`config.mk`:
```
export PLATFORM = sky130hd
export DESIGN_NAME = codec_cfg_seq
export DESIGN_NICKNAME = d
export VERILOG_FILES = /design/src/rtl/codec_cfg_seq.sv
export SDC_FILE = /design/constraint.sdc
export NUM_CORES = 1
export LEC_CHECK = 0
export ABC_AREA = 1
export BUFFER_PORTS_ARGS = -buffer_cell sky130_fd_sc_hd__clkbuf_2
export CORE_MARGIN = 5
export CORE_UTILIZATION = 40
export CTS_BUF_LIST = sky130_fd_sc_hd__clkbuf_4 sky130_fd_sc_hd__clkbuf_8 sky130_fd_sc_hd__clkbuf_16
export CTS_CLUSTER_SIZE = 40
export DETAILED_ROUTE_END_ITERATION = 7
export GPL_ROUTABILITY_DRIVEN = 0
export GPL_TIMING_DRIVEN = 0
export SLEW_MARGIN = 20
export SYNTH_ARGS = -nofsm -noshare
export SYNTH_HDL_FRONTEND = slang
export SYNTH_SLANG_ARGS = --single-unit
```
`constraint.sdc`:
```
create_clock -name clk -period 2.5 [get_ports clk]
set_input_delay 0.5 -clock clk [delete_from_list [all_inputs] [get_ports clk]]
set_output_delay 0.5 -clock clk [all_outputs]
set_load 0.05 [all_outputs]
```
`src/rtl/codec_cfg_seq.sv`:
```
// Codec configuration sequencer: after a power-up wait, writes an 8-entry register
// table to the codec through an I2C master, with per-entry retry, timeout and restart.
module codec_cfg_seq #(
    parameter logic [6:0]  DEV_ADDR = 7'h1A,
    parameter int unsigned PWR_WAIT = 1024,
    parameter int unsigned GAP      = 16,
    parameter int unsigned TIMEOUT  = 4096,
    parameter int unsigned MAX_TRY  = 3
) (
    input  logic        clk,
    input  logic        rst,
    input  logic        restart,
    output logic        i2c_start,
    output logic [6:0]  i2c_dev,
    output logic [15:0] i2c_word,
    input  logic        i2c_done,
    input  logic        i2c_nack,
    output logic        codec_en,
    output logic        cfg_busy,
    output logic        cfg_err,
    output logic [2:0]  err_idx
);
    // state | meaning
    // PWR   | power-up settle, counting PWR_WAIT cycles before the first write
    // ISSUE | one-cycle write request for table[idx]
    // WAIT  | waiting for i2c_done or the timeout
    // GAP   | idle spacing before the next (or repeated) write
    // DONE  | table written, serial audio interface enabled
    // ERROR | an entry failed MAX_TRY times, err_idx names it

    localparam int unsigned CNT_MAX = (PWR_WAIT > GAP)
        ? ((PWR_WAIT > TIMEOUT) ? PWR_WAIT : TIMEOUT)
        : ((GAP > TIMEOUT) ? GAP : TIMEOUT);
    localparam int CNT_W = $clog2(CNT_MAX + 1);
    localparam int TRY_W = $clog2(MAX_TRY + 1);

    localparam logic [CNT_W-1:0] PWR_LAST = CNT_W'(PWR_WAIT);
    localparam logic [CNT_W-1:0] GAP_LAST = CNT_W'(GAP);
    localparam logic [CNT_W-1:0] TMO_LAST = CNT_W'(TIMEOUT);
    localparam logic [TRY_W-1:0] TRY_LAST = TRY_W'(MAX_TRY);

    typedef enum logic [2:0] {
        S_PWR,
        S_ISSUE,
        S_WAIT,
        S_GAP,
        S_DONE,
        S_ERROR
    } state_t;

    function automatic logic [15:0] cfg_word(input logic [2:0] i);
        case (i)
            3'd0:    cfg_word = 16'h1E00;
            3'd1:    cfg_word = 16'h0C00;
            3'd2:    cfg_word = 16'h0812;
            3'd3:    cfg_word = 16'h0A00;
            3'd4:    cfg_word = 16'h0E01;
            3'd5:    cfg_word = 16'h1000;
            3'd6:    cfg_word = 16'h0017;
            default: cfg_word = 16'h1201;
        endcase
    endfunction

    state_t            state_q, state_d;
    logic [CNT_W-1:0]  cnt_q, cnt_d;
    logic [2:0]        idx_q, idx_d;
    logic [TRY_W-1:0]  try_q, try_d;
    logic [2:0]        err_idx_q, err_idx_d;
    logic [15:0]       word_q, word_d;

    logic [CNT_W-1:0]  cnt_inc;
    logic [TRY_W-1:0]  try_inc;
    logic              attempt_ok;
    logic              attempt_fail;

    assign cnt_inc = cnt_q + CNT_W'(1);
    assign try_inc = try_q + TRY_W'(1);

    // A done pulse decides the attempt; the timeout only counts when no done arrives.
    assign attempt_ok   = i2c_done && !i2c_nack;
    assign attempt_fail = i2c_done ? i2c_nack : (cnt_inc == TMO_LAST);

    always_ff @(posedge clk) begin
        if (rst) begin
            state_q   <= S_PWR;
            cnt_q     <= '0;
            idx_q     <= '0;
            try_q     <= '0;
            err_idx_q <= '0;
            word_q    <= '0;
        end else begin
            state_q   <= state_d;
            cnt_q     <= cnt_d;
            idx_q     <= idx_d;
            try_q     <= try_d;
            err_idx_q <= err_idx_d;
            word_q    <= word_d;
        end
    end

    always_comb begin
        state_d   = state_q;
        cnt_d     = cnt_q;
        idx_d     = idx_q;
        try_d     = try_q;
        err_idx_d = err_idx_q;
        word_d    = word_q;

        case (state_q)
            S_PWR: begin
                if (cnt_q == PWR_LAST) begin
                    state_d = S_ISSUE;
                    cnt_d   = '0;
                    idx_d   = '0;
                    try_d   = '0;
                    word_d  = cfg_word(3'd0);
                end else begin
                    cnt_d = cnt_inc;
                end
            end
            S_ISSUE: begin
                state_d = S_WAIT;
                cnt_d   = '0;
            end
            S_WAIT: begin
                if (attempt_ok) begin
                    cnt_d = '0;
                    if (idx_q == 3'd7) begin
                        state_d = S_DONE;
                    end else begin
                        idx_d   = idx_q + 3'd1;
                        try_d   = '0;
                        state_d = S_GAP;
                    end
                end else if (attempt_fail) begin
                    cnt_d = '0;
                    try_d = try_inc;
                    if (try_inc == TRY_LAST) begin
                        state_d   = S_ERROR;
                        err_idx_d = idx_q;
                    end else begin
                        state_d = S_GAP;
                    end
                end else begin
                    cnt_d = cnt_inc;
                end
            end
            S_GAP: begin
                if (cnt_q == GAP_LAST) begin
                    state_d = S_ISSUE;
                    cnt_d   = '0;
                    word_d  = cfg_word(idx_q);
                end else begin
                    cnt_d = cnt_inc;
                end
            end
            S_DONE, S_ERROR: begin
                if (restart) begin
                    state_d   = S_PWR;
                    cnt_d     = '0;
                    idx_d     = '0;
                    try_d     = '0;
                    err_idx_d = '0;
                    word_d    = '0;
                end
            end
            default: state_d = S_PWR;
        endcase
    end

    assign i2c_start = (state_q == S_ISSUE);
    assign i2c_dev   = DEV_ADDR;
    assign i2c_word  = word_q;
    assign codec_en  = (state_q == S_DONE);
    assign cfg_busy  = (state_q != S_DONE) && (state_q != S_ERROR);
    assign cfg_err   = (state_q == S_ERROR);
    assign err_idx   = err_idx_q;

endmodule

```
==> flow_metrics.tcl, run 1 <==
set metrics [dict create \
    status "finished, final reports clean" \
    switching_power_w 0.00124 \
    dr.pass1.iters 4 \
    fin_setup_tns_ps 0 \
    period_minus_slack_ps 2050 \
    cp.arrival_ps 2190 \
    crit_chain "ha_1 -> nand2_2 -> o21ai_1 -> nand2_1 -> nor2_1 -> nand2_1 -> nor2_2 -> nand3_2 -> nand2_4 -> nand2_4 -> buf_12 -> nand2_2 -> a21oi_2" \
    clock_power_share_pct 16.5 \
    slowest_delay_ps 440 \
    yosysSeqAreaShare_pct 26.8 \
    initial_core_util_pct 41.5 \
    worstPathMaxFanout 10 \
    die_w_um 86.0 \
    place_hpwl_mm 3.95 \
    cts_buffers 5 \
    wirelength_mm 5.16 \
    clk_latency_ps 290 \
    ys_warn_count 0 \
    vias 2149 \
    layout-drive-gt1-share_pct 26.2 \
    worstSetupPathType "reg -> reg" \
    antenna_cells 0 \
    rsz0062_at_grt "false" \
    fmaxAchievable_mhz 489 \
    syn_avg_cell_area_um2 6.64 \
    cp-end-kind "flop" \
    grt_first_pass_wirelength_mm 8.89 \
    clock_path_buffers 2 \
    crit_path_start_kind "flop" \
    ff_latch_area_um2 621 \
    vias_per_cell 4.69 \
    io_pins 35 \
    cts_tree "done" \
    wl_per_cell_um 11.3 \
    cp_num_buf_inv 1 \
    drt_iter0_drc 88 \
    cp_slowest_cell "dfxtp_1" \
    peakVddDrop_v 0.000449 \
    hp-class "in -> reg" \
    critPathRequiredTime_ps 2640 \
    netlist_area_mm2 0.00231 \
    clockRootBuffer "clkbuf_8" \
    track_usage_pct 14.6 \
    p_int_w 0.00123 \
    postCtsResizedCells 0 \
    total_power_w 0.00247 \
    synth-seq-cells 31 \
    maxCapViolations 0 \
    placed_area_mm2 0.00254 \
    finClkSkew_ps 8.69 \
    multi_input_area_mm2 0.00141 \
    pre_cts_ws_ps 443 \
    grt_max_degree 11 \
    syn_inst 348 \
    fp-row-count 27 \
    port_buffers 18 \
    syn_to_final_growth_pct 13.7 \
    pwr-share-seq_pct 28.0 \
    cts_setup_buffers 0 \
    yosysUniqueCellTypes 33 \
    nets 401 \
    final-hold-violation-count 0 \
    filler_cell_count 617 \
    final-setup-viol-count 0 \
    maxSlewViolCount 0 \
    grt_pass1_vias 1976 \
    htree_num_levels 2 \
    grt_antenna_before_repair 0 \
    utilization_pct 47.2 \
    holdBufCountCts 0 \
    path_delay_family "simple AND/OR/NAND/NOR gates" \
    fp.dieH_um 86.0 \
    relSlewSlack_pct 56.6 \
    switching_share_pct 50.3 \
    overflow 0 \
    core_mm2 0.00557 \
    post-route-period-util_pct 81.9 \
    worstMarginPinSlew_ps 651 \
    die_area_mm2 0.00740 \
    power_density_mw_per_mm2 941 \
    drcViolationCount 0 \
    leakage_nw 1.18 \
    clkTransAtPathRegs_ps 70 \
    postLayoutCellArea_mm2 0.00263 \
    setup_ws_ps 453 \
    clock_sinks 31 \
    power.share.combinational_pct 55.6 \
    ant_nets 0 \
]
[layout make-up]
type,count,area share (%)
multi-input combinational,267,53.6
sequential,31,23.6
buffer,24,7.04
inverter,39,5.57
timing repair buffer,18,3.43
tap,72,3.43
clock buffer,6,3.14
clock inverter,1,0.190
[cells by family after synthesis]
family                     Yosys count  synth area share, %
other                                2                0.325
and+or+nand+nor                    182                 37.8
buffers and inverters               63                 14.3
AOI/OAI and AO/OA                   60                 15.3
adders and majority gates           10                 5.41
DFF                                 31                 26.8
[worst paths after layout]
path                                 start          to  slack [ps]  cells past startpoint
worst min-delay path                   rst    cnt_q[6]         480                      2
worst min register to register  err_idx[1]  err_idx[1]         480                      2
worst max register to register    cnt_q[0]   cnt_q[11]         450                     13
worst max-delay path              cnt_q[0]   cnt_q[11]         450                     13
[flip-flops by register name, summed over array words and instances, names as in the netlist]
name      flops
idx_q         3
state_q       3
try_q         2
err_idx       3
cnt_q        13
i2c_word      7
[layer usage]
metal / up-vias / track usage [%] / part of all wire [%] / wire length, um
met2: 43 / 21.8 / 41 / 2100
li1: 1157 / - / - / -
met5: - / 0 / 0 / 0
met3: 9 / 3.36 / 5.2 / 269
met1: 940 / 20.8 / 53 / 2720
met4: 0 / 4.60 / 1.4 / 71
[cells in the mapped netlist]
library cell,count,area [um2]
a211oi_2,1,12.5
a21oi_1,25,125
a21oi_2,11,96.3
a31oi_1,1,6.26
buf_12,1,20.0
buf_2,3,15.0
buf_4,17,128
buf_8,1,15.0
clkbuf_1,2,7.51
clkinv_1,1,3.75
conb_1,2,7.51
dfxtp_1,31,621
ha_1,10,125
inv_1,29,109
inv_2,9,33.8
nand2_1,68,255
nand2_2,14,87.6
nand2_4,3,33.8
nand3_1,19,95.1
nand3_2,2,20.0
nand3b_1,1,7.51
nand4_1,6,37.5
nor2_1,51,191
nor2_2,9,56.3
nor2_4,2,22.5
nor2_8,1,20.0
nor3_1,4,20.0
nor3_2,1,10.0
nor3_4,1,16.3
o21ai_0,8,40.0
o21ai_1,12,60.1
o21bai_1,1,7.51
o22ai_1,1,6.26
[per-stage QoR]
| stage | instances | hold slack, ps |
|---|---|---|
| final | 458 | 481 |
| after global routing | 458 | 487 |
| after CTS | 458 | 473 |
| after detailed placement | 451 | 471 |
| after global placement | 451 | 464 |
| after floorplan | 361 | 452 |
[placed cells by master (no fill, tap or decap), drive strengths merged]
master and instances:
nand4 6, nor3 6, nand3b 1, clkbuf 26, a211oi 1, inv 38
a21oi 36, o22ai 1, o21ai 20, clkinv 2, conb 15, o21bai 1
nand3 21, a31oi 1, nand2 85, buf 22, nor2 63, ha 10
dfxtp 31
[worst register-to-register path, stage by stage, from the launching register on]
cell     delay [ps]
dfxtp_1         440
ha_1            250
nand2_2          90
o21ai_1         170
nand2_1          70
nor2_1          130
nand2_1          70
nor2_2          100
nand3_2         120
nand2_4         120
nand2_4          80
buf_12          160
nand2_2          60
a21oi_2          40
[power groups by stage]
stage | Clock (W) | Sequential [W] | Combinational, W
after floorplan | 0 | 0.000889 | 0.000928
after global placement | 0 | 0.000702 | 0.00137
after detailed placement | 0 | 0.000703 | 0.00138
after CTS | 0.000419 | 0.000692 | 0.00138
after global routing | 0.000444 | 0.000711 | 0.00154
final | 0.000407 | 0.000691 | 0.00137
No activity file was read; power rests on OpenSTA's default activity.
==> run 2: changes to the inputs <==
==> constraint.sdc (replaced) <==
create_clock -name clk -period 1.8 [get_ports clk]
set_input_delay 0.36 -clock clk [delete_from_list [all_inputs] [get_ports clk]]
set_output_delay 0.36 -clock clk [all_outputs]
set_load 0.05 [all_outputs]
==> flow_metrics.tcl, run 2 (same netlist as run 1, synthesis figures left out) <==
set metrics [dict create \
    status "finished, violations left" \
    violations "negative setup slack" \
    post-route-period-util_pct 104 \
    worstPathMaxFanout 5 \
    fp.dieH_um 86.0 \
    met2_usage_pct 23.0 \
    drt_iter0_drc 82 \
    utilization_pct 52.8 \
    grt_first_pass_wirelength_mm 9.16 \
    rsz0062_at_grt "true" \
    worstSetupPathType "reg -> reg" \
    drcViolationCount 0 \
    placed_area_mm2 0.00254 \
    setup_ws_ps -69.7 \
    ant_nets 0 \
    fp-row-count 27 \
    largest_register "cnt_q" \
    crit_chain "ha_4 -> nand2_4 -> o21ai_2 -> nand2_1 -> nor2_1 -> nand2_1 -> nor2_2 -> nand3_2 -> nand2_4 -> nand2_8 -> clkbuf_16 -> nand2_4 -> a21oi_2" \
    pre_cts_ws_ps -257 \
    die_area_mm2 0.00740 \
    clockRootBuffer "clkbuf_8" \
    vias 2246 \
    clock_sinks 31 \
    port_buffers 18 \
    leakage_nw 1.33 \
    clk_latency_ps 280 \
    antenna_cells 0 \
    cts_tree "done" \
    cp.arrival_ps 2020 \
    mostFrequentLayoutCell "nand2_1" \
    final_cell_mix "nand2_1 (66), nor2_1 (45), buf_4 (28)" \
    slowest_delay_ps 380 \
    period_minus_slack_ps 1870 \
    clock_path_buffers 2 \
    startpoint "cnt_q[0]" \
    htree_num_levels 2 \
    wl_per_cell_um 11.8 \
    place_hpwl_mm 3.95 \
    dr.pass1.iters 4 \
    worstMarginPinSlew_ps 639 \
    finClkSkew_ps 7.03 \
    cts_buffers 5 \
    grt_max_degree 11 \
    layoutNonFillerInstCount 470 \
    final-hold-violation-count 0 \
    syn_to_final_growth_pct 27.2 \
    wirelength_mm 5.56 \
    relSlewSlack_pct 57.4 \
    cpMostUsedCell "nand2_4" \
    initial_core_util_pct 41.5 \
    cp-end-kind "flop" \
    power_density_mw_per_mm2 1350 \
    largest_reg_flops 13 \
    maxSlewViolCount 0 \
    min-delay-start "rst" \
    track_usage_pct 15.1 \
    nets 413 \
    cp_slowest_cell "dfxtp_4" \
    io_pins 35 \
    layout-drive-gt1-share_pct 37.2 \
    hp-class "in -> reg" \
    grt_pass1_vias 2033 \
    grt_util_met3_pct 3.36 \
    grt_antenna_before_repair 0 \
    core_mm2 0.00557 \
    r2r_start "cnt_q[0]" \
    fin_setup_tns_ps -676 \
    final-setup-viol-count 16 \
    dp_cells 451 \
    clkTransAtPathRegs_ps 70 \
    crit_path_start_kind "flop" \
    overflow 0 \
    postLayoutCellArea_mm2 0.00294 \
    vias_per_cell 4.78 \
    critPathRequiredTime_ps 1950 \
    peakVddDrop_v 0.000701 \
    fmaxAchievable_mhz 535 \
    maxCapViolations 0 \
    top_usage_layer "met2" \
    die_w_um 86.0 \
    grtUsageMet1_pct 21.1 \
]
-- run 2: changes by cell type in the layout (fill, tap and decap cells not counted), sizes merged --
cell and delta:
buf +11, clkbuf +1, clkinv -1, inv +1
-- run 2: per-stage QoR --
step                hold slack, ps  power (W)
floorplan                      452    0.00252
global placement               464    0.00288
detailed placement             471    0.00289
CTS                            329    0.00361
global route                   340    0.00427
finish                         336    0.00396
-- run 2: critical path: cells and delay by family (launching register included) --
kind	cells	cell delay (ps)
AOI/OAI and AO/OA	2	180
adders and majority gates	1	160
buffers and inverters	1	170
DFF	1	380
and+or+nand+nor	9	830
-- run 2: routing by layer --
metal / up-vias / part of all wire (%)
li1: 1184 / -
met1: 1006 / 52
met2: 47 / 42
met3: 9 / 4.8
met4: 0 / 1.4
met5: - / 0
-- run 2: path summary, 6_finish.rpt --
| path | endpoint | slack (ps) | cells past startpoint |
|---|---|---|---|
| worst min-delay path | cnt_q[3] | 340 | 2 |
| worst max register to register | cnt_q[9] | -70 | 13 |
| worst min register to register | err_idx[1] | 480 | 2 |
| worst max-delay path | cnt_q[9] | -70 | 13 |
-- run 2: power breakdown --
part / total (W) / leakage [nW] / internal, W / switching (W)
logic: 0.00241 / 1.02 / 0.000859 / 0.00155
clock network: 0.000567 / 0.0470 / 0.000300 / 0.000267
registers: 0.000984 / 0.258 / 0.000854 / 0.000130
-- run 2: timing repair --
item | 4_1_cts | 5_1_grt
resized for setup | 21 | 40
buffers inserted | 7 | 4
endpoints found under the setup margin | 33 | 33
hold buffers | 0 | 0
gates cloned | 0 | 1
pin swaps | 8 | 11
-- run 2: cell type report --
cell class                      instances  area, um2
Fill cell                             582       2630
Multi-Input combinational cell        267       1570
Sequential cell                        31        637
Timing Repair Buffer                   30        216
Buffer                                 24        190
Inverter                               39        149
Tap cell                               72       90.1
Clock buffer                            6       82.6
Clock inverter                          1       5.00
==> run 3: changes to the inputs <==
--- a/config.mk
+++ b/config.mk
@@ -8,12 +8,13 @@
 export ABC_AREA = 1
 export BUFFER_PORTS_ARGS = -buffer_cell sky130_fd_sc_hd__clkbuf_2
 export CORE_MARGIN = 5
-export CORE_UTILIZATION = 40
+export CORE_UTILIZATION = 50
 export CTS_BUF_LIST = sky130_fd_sc_hd__clkbuf_4 sky130_fd_sc_hd__clkbuf_8 sky130_fd_sc_hd__clkbuf_16
 export CTS_CLUSTER_SIZE = 40
 export DETAILED_ROUTE_END_ITERATION = 7
 export GPL_ROUTABILITY_DRIVEN = 0
 export GPL_TIMING_DRIVEN = 0
+export PLACE_DENSITY = 0.74
 export SLEW_MARGIN = 20
 export SYNTH_ARGS = -nofsm -noshare
 export SYNTH_HDL_FRONTEND = slang
==> flow_metrics.tcl, run 3 (same netlist as run 1, synthesis figures left out) <==
set metrics [dict create \
    power.share.combinational_pct 59.3 \
    drcViolationCount 0 \
    cts_buffers 5 \
    final-hold-violation-count 0 \
    cp-end-kind "flop" \
    critPathRequiredTime_ps 1980 \
    fin_setup_tns_ps -355 \
    clock_path_buffers 2 \
    layout-drive-gt1-share_pct 37.9 \
    core_mm2 0.00441 \
    status "finished, violations left" \
    switching_share_pct 47.5 \
    leakage_nw 1.34 \
    grt_max_degree 11 \
    holdBufCountCts 0 \
    pwr-share-seq_pct 23.3 \
    clock_sinks 31 \
    pre_cts_ws_ps -249 \
    place_hpwl_mm 3.89 \
    io_pins 35 \
    rsz0062_at_grt "true" \
    post-route-period-util_pct 106 \
    period_minus_slack_ps 1910 \
    worstSetupPathType "reg -> reg" \
    layoutNonFillerInstCount 456 \
    ant_nets 0 \
    final-setup-viol-count 14 \
    dp_cells 431 \
    violations "negative setup slack" \
    grt_antenna_before_repair 0 \
    worstMarginPinSlew_ps 633 \
    antenna_cells 0 \
    power_density_mw_per_mm2 1410 \
    initial_core_util_pct 52.4 \
    nets 418 \
    relSlewSlack_pct 57.8 \
    overflow 0 \
    drt_iter0_drc 195 \
    largest_register "cnt_q" \
    cts_tree "done" \
    p_int_w 0.00221 \
    peakVddDrop_v 0.000894 \
    setup_ws_ps -108 \
    wl_per_cell_um 12.9 \
    port_buffers 18 \
    die_w_um 78.0 \
    worstPathMaxFanout 6 \
    clockRootBuffer "clkbuf_8" \
    htree_num_levels 2 \
    fmaxAchievable_mhz 524 \
    mostFrequentLayoutCell "nand2_1" \
    finClkSkew_ps 7.12 \
    vias 2318 \
    fp.dieH_um 78.0 \
    track_usage_pct 18.6 \
    switching_power_w 0.00200 \
    clkTransAtPathRegs_ps 70 \
    wirelength_mm 5.88 \
    maxCapViolations 0 \
    clk_latency_ps 290 \
    clock_power_share_pct 17.4 \
    crit_path_start_kind "flop" \
    maxSlewViolCount 0 \
    fp-row-count 24 \
    vias_per_cell 5.08 \
    dr.pass1.iters 5 \
    final_cell_mix "nand2_1 (64), nor2_1 (46), buf_4 (31)" \
    cp.arrival_ps 2090 \
    hp-class "in -> reg" \
    grt_pass1_vias 2218 \
    die_area_mm2 0.00608 \
    largest_reg_flops 13 \
    syn_to_final_growth_pct 29.2 \
    grt_first_pass_wirelength_mm 9.55 \
]
==> run 3: cell types whose count changed in the layout (fill, tap and decap cells not counted), sizes merged <==
| cell | before | now |
|---|---|---|
| buf | 33 | 40 |
| bufinv | 0 | 1 |
| clkbuf | 27 | 25 |
==> run 3: area by class of cell <==
type | count | area, um2
plain buffers | 24 | 194
clock buffers | 6 | 82.6
clock inverters | 2 | 35.0
fillers | 359 | 1430
inverters | 39 | 149
multi-input cells | 267 | 1550
flip-flops and latches | 31 | 639
well taps | 52 | 65.1
repair buffers | 35 | 275
==> run 3: per-stage QoR <==
step                      total power, W  utilization (%)  area (um2)  hold slack [ps]
after floorplan                  0.00252                -        2360              452
after global placement           0.00286             57.0        2520              461
after detailed placement         0.00288             57.0        2520              472
after CTS                        0.00390             63.7        2810              326
after global routing             0.00446             67.7        2990              348
final                            0.00421             67.7        2990              329
==> run 3: metal layers <==
metal	GRT usage (%)	share of wire [%]	routed length, um
met5	0	0	0
met4	5.24	1.6	96
met3	4.05	7.0	412
met2	30.2	46	2720
met1	24.8	45	2650
==> run 3: power groups by stage <==
stage	combinational, W	sequential [W]	clock [W]
final	0.00249	0.000981	0.000732
after floorplan	0.00129	0.00124	0
after global placement	0.00189	0.000971	0
after global routing	0.00269	0.000999	0.000769
after CTS	0.00220	0.000972	0.000735
after detailed placement	0.00191	0.000978	0
==> run 3: critical path: stages, from the launching register on <==
cell and delay (ps):
dfxtp_4 370, ha_4 150, nand2_4 80, inv_4 100, nand3_2 80, nor2_1 120, nand2_1 70, nor2_2 130
nand3_2 120, nand2_4 100, buf_6 130, buf_8 110, nand3_2 60, nand2_1 120, nor2_1 60
==> run 3: timing repair <==
action	in CTS	in global routing
gates resized for setup	25	36
buffers inserted	9	6
gates cloned	1	1
setup endpoints to repair	33	33
pin swaps	14	13
==> run 3: final timing paths <==
| path | from | to | depth (start not counted) | slack (ps) |
|---|---|---|---|---|
| hold / removal | rst | cnt_q[5] | 2 | 330 |
| setup reg to reg | cnt_q[0] | err_idx[0] | 14 | -110 |
| hold reg to reg | err_idx[1] | err_idx[1] | 2 | 490 |
| setup / recovery | cnt_q[0] | err_idx[0] | 14 | -110 |
